<file path="src/rtl/udp_port_dispatch.sv">
// UDP RX payload demux: routes each frame to the channel picked by its destination port, drops and counts the rest.
// Latency: payload path is combinational; the header is routed one cycle after its handshake.
// Backpressure: s_tready follows the selected channel's m_tready; drops are always accepted; no payload is accepted in IDLE.
//
// Ports:
//   clock, reset                   rising-edge clock, synchronous active-high reset
//   s_hdr_*                        UDP header (destination port) with valid/ready
//   s_t*                           incoming payload stream (tuser = frame error on the tlast beat)
//   m_t*                           outgoing payload; data/last/user are shared, m_tvalid/m_tready are per channel
//   cap_data, cap_valid            first CAP_BYTES bytes of the last good frame, per channel
//   drop_count                     saturating count of headers that matched no channel
//   busy                           high while a frame is being forwarded or dropped
module udp_port_dispatch #(
   parameter int DATA_WIDTH = 8,
   parameter int NUM_CH     = 4,
   parameter int PORT_BASE  = 1234,
   parameter int CAP_BYTES  = 4,
   parameter int CNT_W      = 16
) (
   input  logic                              clock,
   input  logic                              reset,
   input  logic                              s_hdr_valid,
   output logic                              s_hdr_ready,
   input  logic [15:0]                       s_hdr_dest_port,
   input  logic [DATA_WIDTH-1:0]             s_tdata,
   input  logic                              s_tvalid,
   output logic                              s_tready,
   input  logic                              s_tlast,
   input  logic                              s_tuser,
   output logic [DATA_WIDTH-1:0]             m_tdata,
   output logic [NUM_CH-1:0]                 m_tvalid,
   input  logic [NUM_CH-1:0]                 m_tready,
   output logic                              m_tlast,
   output logic                              m_tuser,
   output logic [NUM_CH*CAP_BYTES*8-1:0]     cap_data,
   output logic [NUM_CH-1:0]                 cap_valid,
   output logic [CNT_W-1:0]                  drop_count,
   output logic                              busy
);

   localparam int SEL_W = (NUM_CH > 1) ? $clog2(NUM_CH) : 1;
   localparam int IDX_W = $clog2(CAP_BYTES + 1);
   localparam int CAP_W = CAP_BYTES * 8;

   localparam logic [1:0] ST_IDLE = 2'd0;
   localparam logic [1:0] ST_FWD  = 2'd1;
   localparam logic [1:0] ST_DROP = 2'd2;

   logic [1:0]              state;
   logic [SEL_W-1:0]        sel;
   logic [IDX_W-1:0]        idx;
   logic [CAP_W-1:0]        shadow;
   logic [CAP_W-1:0]        shadow_nxt;
   logic [NUM_CH*CAP_W-1:0] cap_data_q;
   logic [NUM_CH-1:0]       cap_valid_q;
   logic [CNT_W-1:0]        drop_count_q;

   logic [15:0]             port_off;
   logic                    port_hit;
   logic                    hdr_fire;
   logic                    beat_fire;
   logic [NUM_CH-1:0]       sel_onehot;

   // Both bounds are checked: the lower one on a 17-bit compare so that a
   // wrapped port_off can never alias into the channel range.
   assign port_off = s_hdr_dest_port - 16'(PORT_BASE);
   assign port_hit = ({1'b0, s_hdr_dest_port} >= 17'(PORT_BASE)) && (port_off < 16'(NUM_CH));

   assign hdr_fire  = s_hdr_valid && s_hdr_ready;
   assign beat_fire = s_tvalid && s_tready;

   always_comb begin
      sel_onehot = '0;
      for (int c = 0; c < NUM_CH; c++) begin
         if (sel == SEL_W'(c)) sel_onehot[c] = 1'b1;
      end
   end

   // Shadow with the current beat folded in, so the tlast byte is part of the commit.
   always_comb begin
      shadow_nxt = shadow;
      for (int b = 0; b < CAP_BYTES; b++) begin
         if (idx == IDX_W'(b)) shadow_nxt[b*8 +: 8] = s_tdata[7:0];
      end
   end

   always_comb begin
      s_hdr_ready = 1'b0;
      s_tready    = 1'b0;
      m_tvalid    = '0;
      case (state)
         ST_IDLE: s_hdr_ready = 1'b1;
         ST_FWD: begin
            s_tready = |(m_tready & sel_onehot);
            m_tvalid = s_tvalid ? sel_onehot : '0;
         end
         ST_DROP: s_tready = 1'b1;
         default: s_hdr_ready = 1'b0;
      endcase
   end

   assign m_tdata    = s_tdata;
   assign m_tlast    = s_tlast;
   assign m_tuser    = s_tuser;
   assign cap_data   = cap_data_q;
   assign cap_valid  = cap_valid_q;
   assign drop_count = drop_count_q;
   assign busy       = (state != ST_IDLE);

   always_ff @(posedge clock) begin
      if (reset) begin
         state        <= ST_IDLE;
         sel          <= '0;
         idx          <= '0;
         shadow       <= '0;
         cap_data_q   <= '0;
         cap_valid_q  <= '0;
         drop_count_q <= '0;
      end else begin
         case (state)
            ST_IDLE: begin
               if (hdr_fire) begin
                  shadow <= '0;
                  idx    <= '0;
                  if (port_hit) begin
                     sel   <= port_off[SEL_W-1:0];
                     state <= ST_FWD;
                  end else begin
                     state <= ST_DROP;
                     if (drop_count_q != '1) drop_count_q <= drop_count_q + CNT_W'(1);
                  end
               end
            end
            ST_FWD: begin
               if (beat_fire) begin
                  shadow <= shadow_nxt;
                  if (idx < IDX_W'(CAP_BYTES)) idx <= idx + IDX_W'(1);
                  if (s_tlast) begin
                     state <= ST_IDLE;
                     // Errored frames leave the previous capture in place.
                     if (!s_tuser) begin
                        for (int c = 0; c < NUM_CH; c++) begin
                           if (sel_onehot[c]) begin
                              cap_data_q[c*CAP_W +: CAP_W] <= shadow_nxt;
                              cap_valid_q[c]               <= 1'b1;
                           end
                        end
                     end
                  end
               end
            end
            ST_DROP: begin
               if (beat_fire && s_tlast) state <= ST_IDLE;
            end
            default: state <= ST_IDLE;
         endcase
      end
   end

endmodule

</file>
<file path="config.mk">
export PLATFORM = sky130hd
export DESIGN_NAME = udp_port_dispatch
export DESIGN_NICKNAME = d
export VERILOG_FILES = /design/src/rtl/udp_port_dispatch.sv
export SDC_FILE = /design/constraint.sdc
export NUM_CORES = 1
export LEC_CHECK = 0
export ABC_AREA = 1
export CORE_ASPECT_RATIO = 0.5
export CORE_MARGIN = 2
export CORE_UTILIZATION = 40
export CTS_CLUSTER_DIAMETER = 150
export DETAILED_ROUTE_END_ITERATION = 7
export GPL_TIMING_DRIVEN = 0
export MAX_ROUTING_LAYER = met4
export PLACE_DENSITY = 0.77
export SLEW_MARGIN = 20
export SYNTH_ARGS = -nofsm -noshare
export SYNTH_HDL_FRONTEND = slang
export SYNTH_SLANG_ARGS = --single-unit
</file>
<file path="constraint.sdc">
create_clock -name clock -period 4.8 [get_ports clock]
set_clock_uncertainty 0.15 [all_clocks]
set_input_delay 0.48 -clock clock [delete_from_list [all_inputs] [get_ports clock]]
set_output_delay 0.48 -clock clock [all_outputs]
set_load 0.02 [all_outputs]
</file>
==> metrics, run 1 <==
DIE AREA 0.0224 mm^2; crit path kind flip-flop to primary output; Layout fillers 1872; synth-to-layout area growth 34.9%; final setup fails 0; CP most frequent cell inv_1; NetSw 907 uW; Synth cell types 36; I/O Pins 199; largest net degree at the start of global routing 18; Worst-Margin Slew 0.708 ns; Core Area 0.0206 mm^2; commonest non-fill, non-tap cell in the layout inv_1; post-cts repair resize count 0; drt initial violations 759; max frequency 362 MHz; routed len/inst 15.6 um; CP required 4.17 ns; Ys Warns 0; Final ANT Viol Nets 0; MaxCap Viol Count 0; post-DR vias/cell 5.05; CTS Sinks 187; layout cell share with drive strength beyond 1 8.67%; TNS Setup 0 ns; total congestion overflow 0; initial antenna violation count 0; most common flop cell mapped by yosys dfxtp_1; Largest stage delay, worst path 0.54 ns; first-pass GRT wire length 40.4 mm; Worst-path clk slew 0.07 ns; Total GRT Usage 23.4%; Worst Path Max Fanout 6; post-layout min period 2.76 ns; Critical Path AT 2.13 ns; Final period util 57.6%; Fin. Hold Viols 0; GPL Wtd Cong 0.909; first drt pass iteration count 6; Setup Fix Bufs, Post-CTS 0; vias in the first global route 8041; CTS Hold Bufs 0; worst hold margin 0.295 ns; CP cell instances inv_1 -> ha_1 -> inv_1 -> nand2_1 -> inv_1 -> nand4_2 -> and2_1 -> buf_6 -> clkdlybuf4s50_1; number of enable flip-flop cells after synthesis 0; Syn Area/Cell 7.27 um^2; htree depth 4; syn_nets 1209; final instance area 0.0114 mm^2; fin nets 1426; Post-Syn Area 0.00847 mm^2; Comb power frac 10.6%; Starting Density 41.0%; WL final 26.0 mm; crit end category primary output; crit path launch type flip-flop; Port Buf Inserts 198; RSZ-0062 raised after global routing false; status completed; DRC 0; Post-Synthesis Cells 1165; pins over their slew limit 0; asr flop ratio synth 0%; CTS root buf clkbuf_16; via count 8429; Slowest-stage cell, CP clkdlybuf4s50_1; area post-placement 0.0108 mm^2; TritonCTS clock tree yes; commonest non-fill, non-tap cells in the layout inv_1 (218), a21oi_1 (201), clkdlybuf4s50_1 (198); switch share 26.1%; number of diodes 0; Max clock buf depth 2; die width 210 um; clock latency on the worst-skew pair 0.43 ns; Seq cells post-synth 187; Post-DP HPWL 19.5 mm; Leak Pwr 4.31 nW; HP Class flip-flop to flip-flop; Power Internal 2.57 mW; Die Y 107 um; Clk pwr share 44.4%; sequential share of power 45.0%; site row count 37; cts bufs inserted 17; register area share after synthesis 44.2%; Rel. slew slack 52.8%; Cell Pwr Density 304 mW/mm^2; maximum VDD drop 0.000215 V
## flip-flops by register name, summed over array words and instances (netlist names)
| name | count |
|---|---|
| idx | 3 |
| cap_valid | 4 |
| sel | 2 |
| drop_count | 16 |
| cap_data | 128 |
| shadow | 32 |
| state | 2 |
## layer usage
layer	track usage, %	part of all wire [%]
met1	28.4	44
met2	40.1	49
met3	4.63	5.8
met4	6.53	1.6
met5	-	0
## worst max-delay path, delay by kind of cell (launching register included)
| kind | cells | cell delay, ns |
|---|---|---|
| DFF | 1 | 0.35 |
| buffers and inverters | 5 | 0.86 |
| and+or+nand+nor | 3 | 0.28 |
| adders and majority gates | 1 | 0.22 |
## kinds of logic (layout without fill, tap and decap cells)
group                      count (synthesis)  count (layout)  synth area share, %
DFF                                      187             187                 44.2
adders and majority gates                 10              10                 1.48
AOI/OAI and AO/OA                        354             354                 21.7
xor gates and xnor gates                  14              14                 1.45
buffers and inverters                    300             530                 14.7
and+or+nand+nor                          300             300                 16.5
## through the flow
| step | instances | setup slack [ns] | utilization, % | power (mW) |
|---|---|---|---|---|
| global placement | 1636 | 1.92 | 52.3 | 1.95 |
| detailed placement | 1636 | 1.88 | 52.3 | 1.96 |
| finish | 1668 | 2.04 | 55.4 | 3.47 |
| floorplan | 1165 | 2.66 | - | 1.83 |
| CTS | 1668 | 2.00 | 55.4 | 3.48 |
| global route | 1668 | 1.87 | 55.4 | 3.59 |
## final timing paths
path | end | depth (start not counted) | startpoint | slack, ns
worst max-delay path | s_tready | 9 | state[0] | 2.04
worst min-delay path | cap_data[52] | 2 | cap_data[52] | 0.30
worst max register to register | cap_data[91] | 12 | state[0] | 2.34
worst min register to register | cap_data[52] | 2 | cap_data[52] | 0.30
## power by group through the flow
stage | Combinational (mW) | Sequential, mW | Clock (mW)
after global placement | 0.352 | 1.60 | 0
after floorplan | 0.227 | 1.60 | 0
after CTS | 0.364 | 1.56 | 1.55
final | 0.370 | 1.56 | 1.54
after detailed placement | 0.361 | 1.60 | 0
after global routing | 0.406 | 1.56 | 1.62
## Yosys cell counts (all sizes together) (2+ instances only)
cell    instances  area (um^2)
o21ai         138          691
nand2         143          584
nand3b          2         15.0
nor3            6         35.0
nor2           63          277
clkbuf         32          120
nor4            4         37.5
nand4          11         75.1
dfxtp         187         3740
ha             10          125
buf            44          285
xor2           12          105
xnor2           2         17.5
inv           224          841
nand3          69          358
a21oi         212         1110
## cell type report
type	instances	area (um^2)	share of cell area, %
Tap cell	273	342	2.99
Clock inverter	13	203	1.77
Inverter	224	841	7.36
Timing Repair Buffer	198	1980	17.3
Sequential cell	187	3740	32.7
Buffer	76	405	3.55
Clock buffer	19	433	3.79
Multi-Input combinational cell	678	3480	30.5
Power figures use the tool's default switching activity.
==> run 2, diff against run 1 <==
clock period = 2.6 ns   (was 4.8 ns; I/O delays follow)
==> metrics, run 2 (synthesized netlist as in run 1, its figures left out) <==
dpl ws -0.0961 ns; cell depth of the worst setup path 5; largest net degree at the start of global routing 18; Worst Reg-to-Reg Cells 13; Core Area 0.0206 mm^2; Worst-path clk slew 0.06 ns; pins over their slew limit 0; Layout fillers 1868; Clk pwr share 44.4%; WP buf/inv 2; origin of the critical flop-to-flop path state[0]; MaxCap Viol Count 0; crit path kind flip-flop to primary output; synth-to-layout area growth 35.0%; crit end category primary output; max frequency 413 MHz; final setup fails 0; drt initial violations 857; Post-DP HPWL 19.5 mm; RR Endpoint cap_data[118]; NetSw 1.67 mW; Worst-Margin Slew 0.708 ns; Die Y 107 um; Final period util 93.0%; number of diodes 0; Setup Fix Bufs, Post-CTS 0; post-layout min period 2.42 ns; maximum VDD drop 0.000397 V; vias in the first global route 8046; clock latency on the worst-skew pair 0.43 ns; Leak Pwr 4.33 nW; site row count 37; Critical Path AT 2.01 ns; first-pass GRT wire length 40.4 mm; Slowest-stage cell, CP clkdlybuf4s50_1; Port Buf Inserts 198; first drt pass iteration count 7; CTS root buf clkbuf_16; max reg flops 128; die width 210 um; dpl cells 1636; CP required 2.19 ns; CTS Sinks 187; switch share 26.1%; Cell Pwr Density 560 mW/mm^2; status completed; commonest non-fill, non-tap cell in the layout inv_1; commonest non-fill, non-tap cells in the layout inv_1 (218), a21oi_1 (201), clkdlybuf4s50_1 (197); Worst Path Max Fanout 4; Final ANT Viol Nets 0; HP Class input port to flip-flop; critical path launch point state[1]; Fin. Hold Viols 0; GPL Wtd Cong 0.909; Power Internal 4.74 mW; post-DR vias/cell 5.06; Rel. slew slack 52.8%; Largest stage delay, worst path 0.67 ns; I/O Pins 199; routed len/inst 15.6 um; Comb power frac 10.6%; crit path launch type flip-flop; CP cell instances inv_1 -> ha_1 -> nand2_1 -> nor3_1 -> clkdlybuf4s50_1; Max clock buf depth 2; Starting Density 41.0%; DIE AREA 0.0224 mm^2; worst hold margin 0.292 ns; initial antenna violation count 0; post-cts repair resize count 0; critical path endpoint m_tvalid[3]; Final Non-Filler Cells 1668; via count 8440; Crit path max-delay family buffers and inverters; layout cell share with drive strength beyond 1 8.96%; Total GRT Usage 23.4%; DRC 0; total congestion overflow 0; TritonCTS clock tree yes; FF-to-FF setup slack 0.28 ns; final setup margin 0.181 ns; WL final 26.0 mm; fin nets 1426; sequential share of power 45.0%; Total Power 6.41 mW; htree depth 4; Hold Startpoint s_hdr_dest_port[0]; cts bufs inserted 17; RSZ-0062 raised after global routing false; CTS Hold Bufs 0
## run 2: cell types whose count changed in the layout (fill, tap and decap cells not counted), sizes merged
| cell | change |
|---|---|
| clkdlybuf4s50 | -1 |
| dlymetal6s2s | +1 |
## run 2: power by group through the flow
stage	combinational [mW]	sequential, mW	clock (mW)
floorplan	0.419	2.95	0
global placement	0.650	2.95	0
detailed placement	0.667	2.95	0
CTS	0.672	2.88	2.87
global route	0.749	2.88	2.99
finish	0.681	2.88	2.85
## run 2: final cells by class
cell class	instances	area [um^2]	share of cell area, %
multi-input combinational	678	3480	30.4
sequential	187	3740	32.7
clock inverter	13	203	1.77
inverter	224	841	7.35
buffer	76	410	3.59
tap	273	342	2.99
timing repair buffer	198	1980	17.3
clock buffer	19	433	3.78
## run 2: worst min-delay path by stage
stage | to | slack, ns | cells past startpoint
after floorplan | sel[0] | 0.24 | 2
after global placement | cap_data[80] | 0.28 | 2
after detailed placement | cap_data[80] | 0.29 | 2
after CTS | sel[0] | 0.28 | 3
after global routing | cap_data[104] | 0.32 | 2
final | sel[0] | 0.29 | 3
## run 2: tightest hold or removal path, cell delays in order
cell and delay (ns):
clkdlybuf4s50_1 0.41, nor2_1 0.11, nor2_1 0.05
## run 2: metal layers
metal | track usage [%] | wire length (um) | share of wire [%]
met5 | - | 0 | 0
met1 | 28.2 | 11200 | 43
met2 | 40.1 | 12700 | 49
met4 | 6.18 | 473 | 1.8
met3 | 5.01 | 1690 | 6.5
## run 2: stage by stage
step                      utilization [%]  setup TNS [ns]  cell area (um^2)
final                                55.4               0             11400
after global routing                 55.4               0             11400
after CTS                            55.4               0             11400
after detailed placement             52.3           -1.04             10800
after global placement               52.3          -0.574             10800
after floorplan                         -               0              8470
==> run 3, diff against run 2 <==
SKIP_CTS_REPAIR_TIMING = 1   (was default)
==> results of run 3 <==
No change in the layout: final DEF, timing and power equal those of run 2.
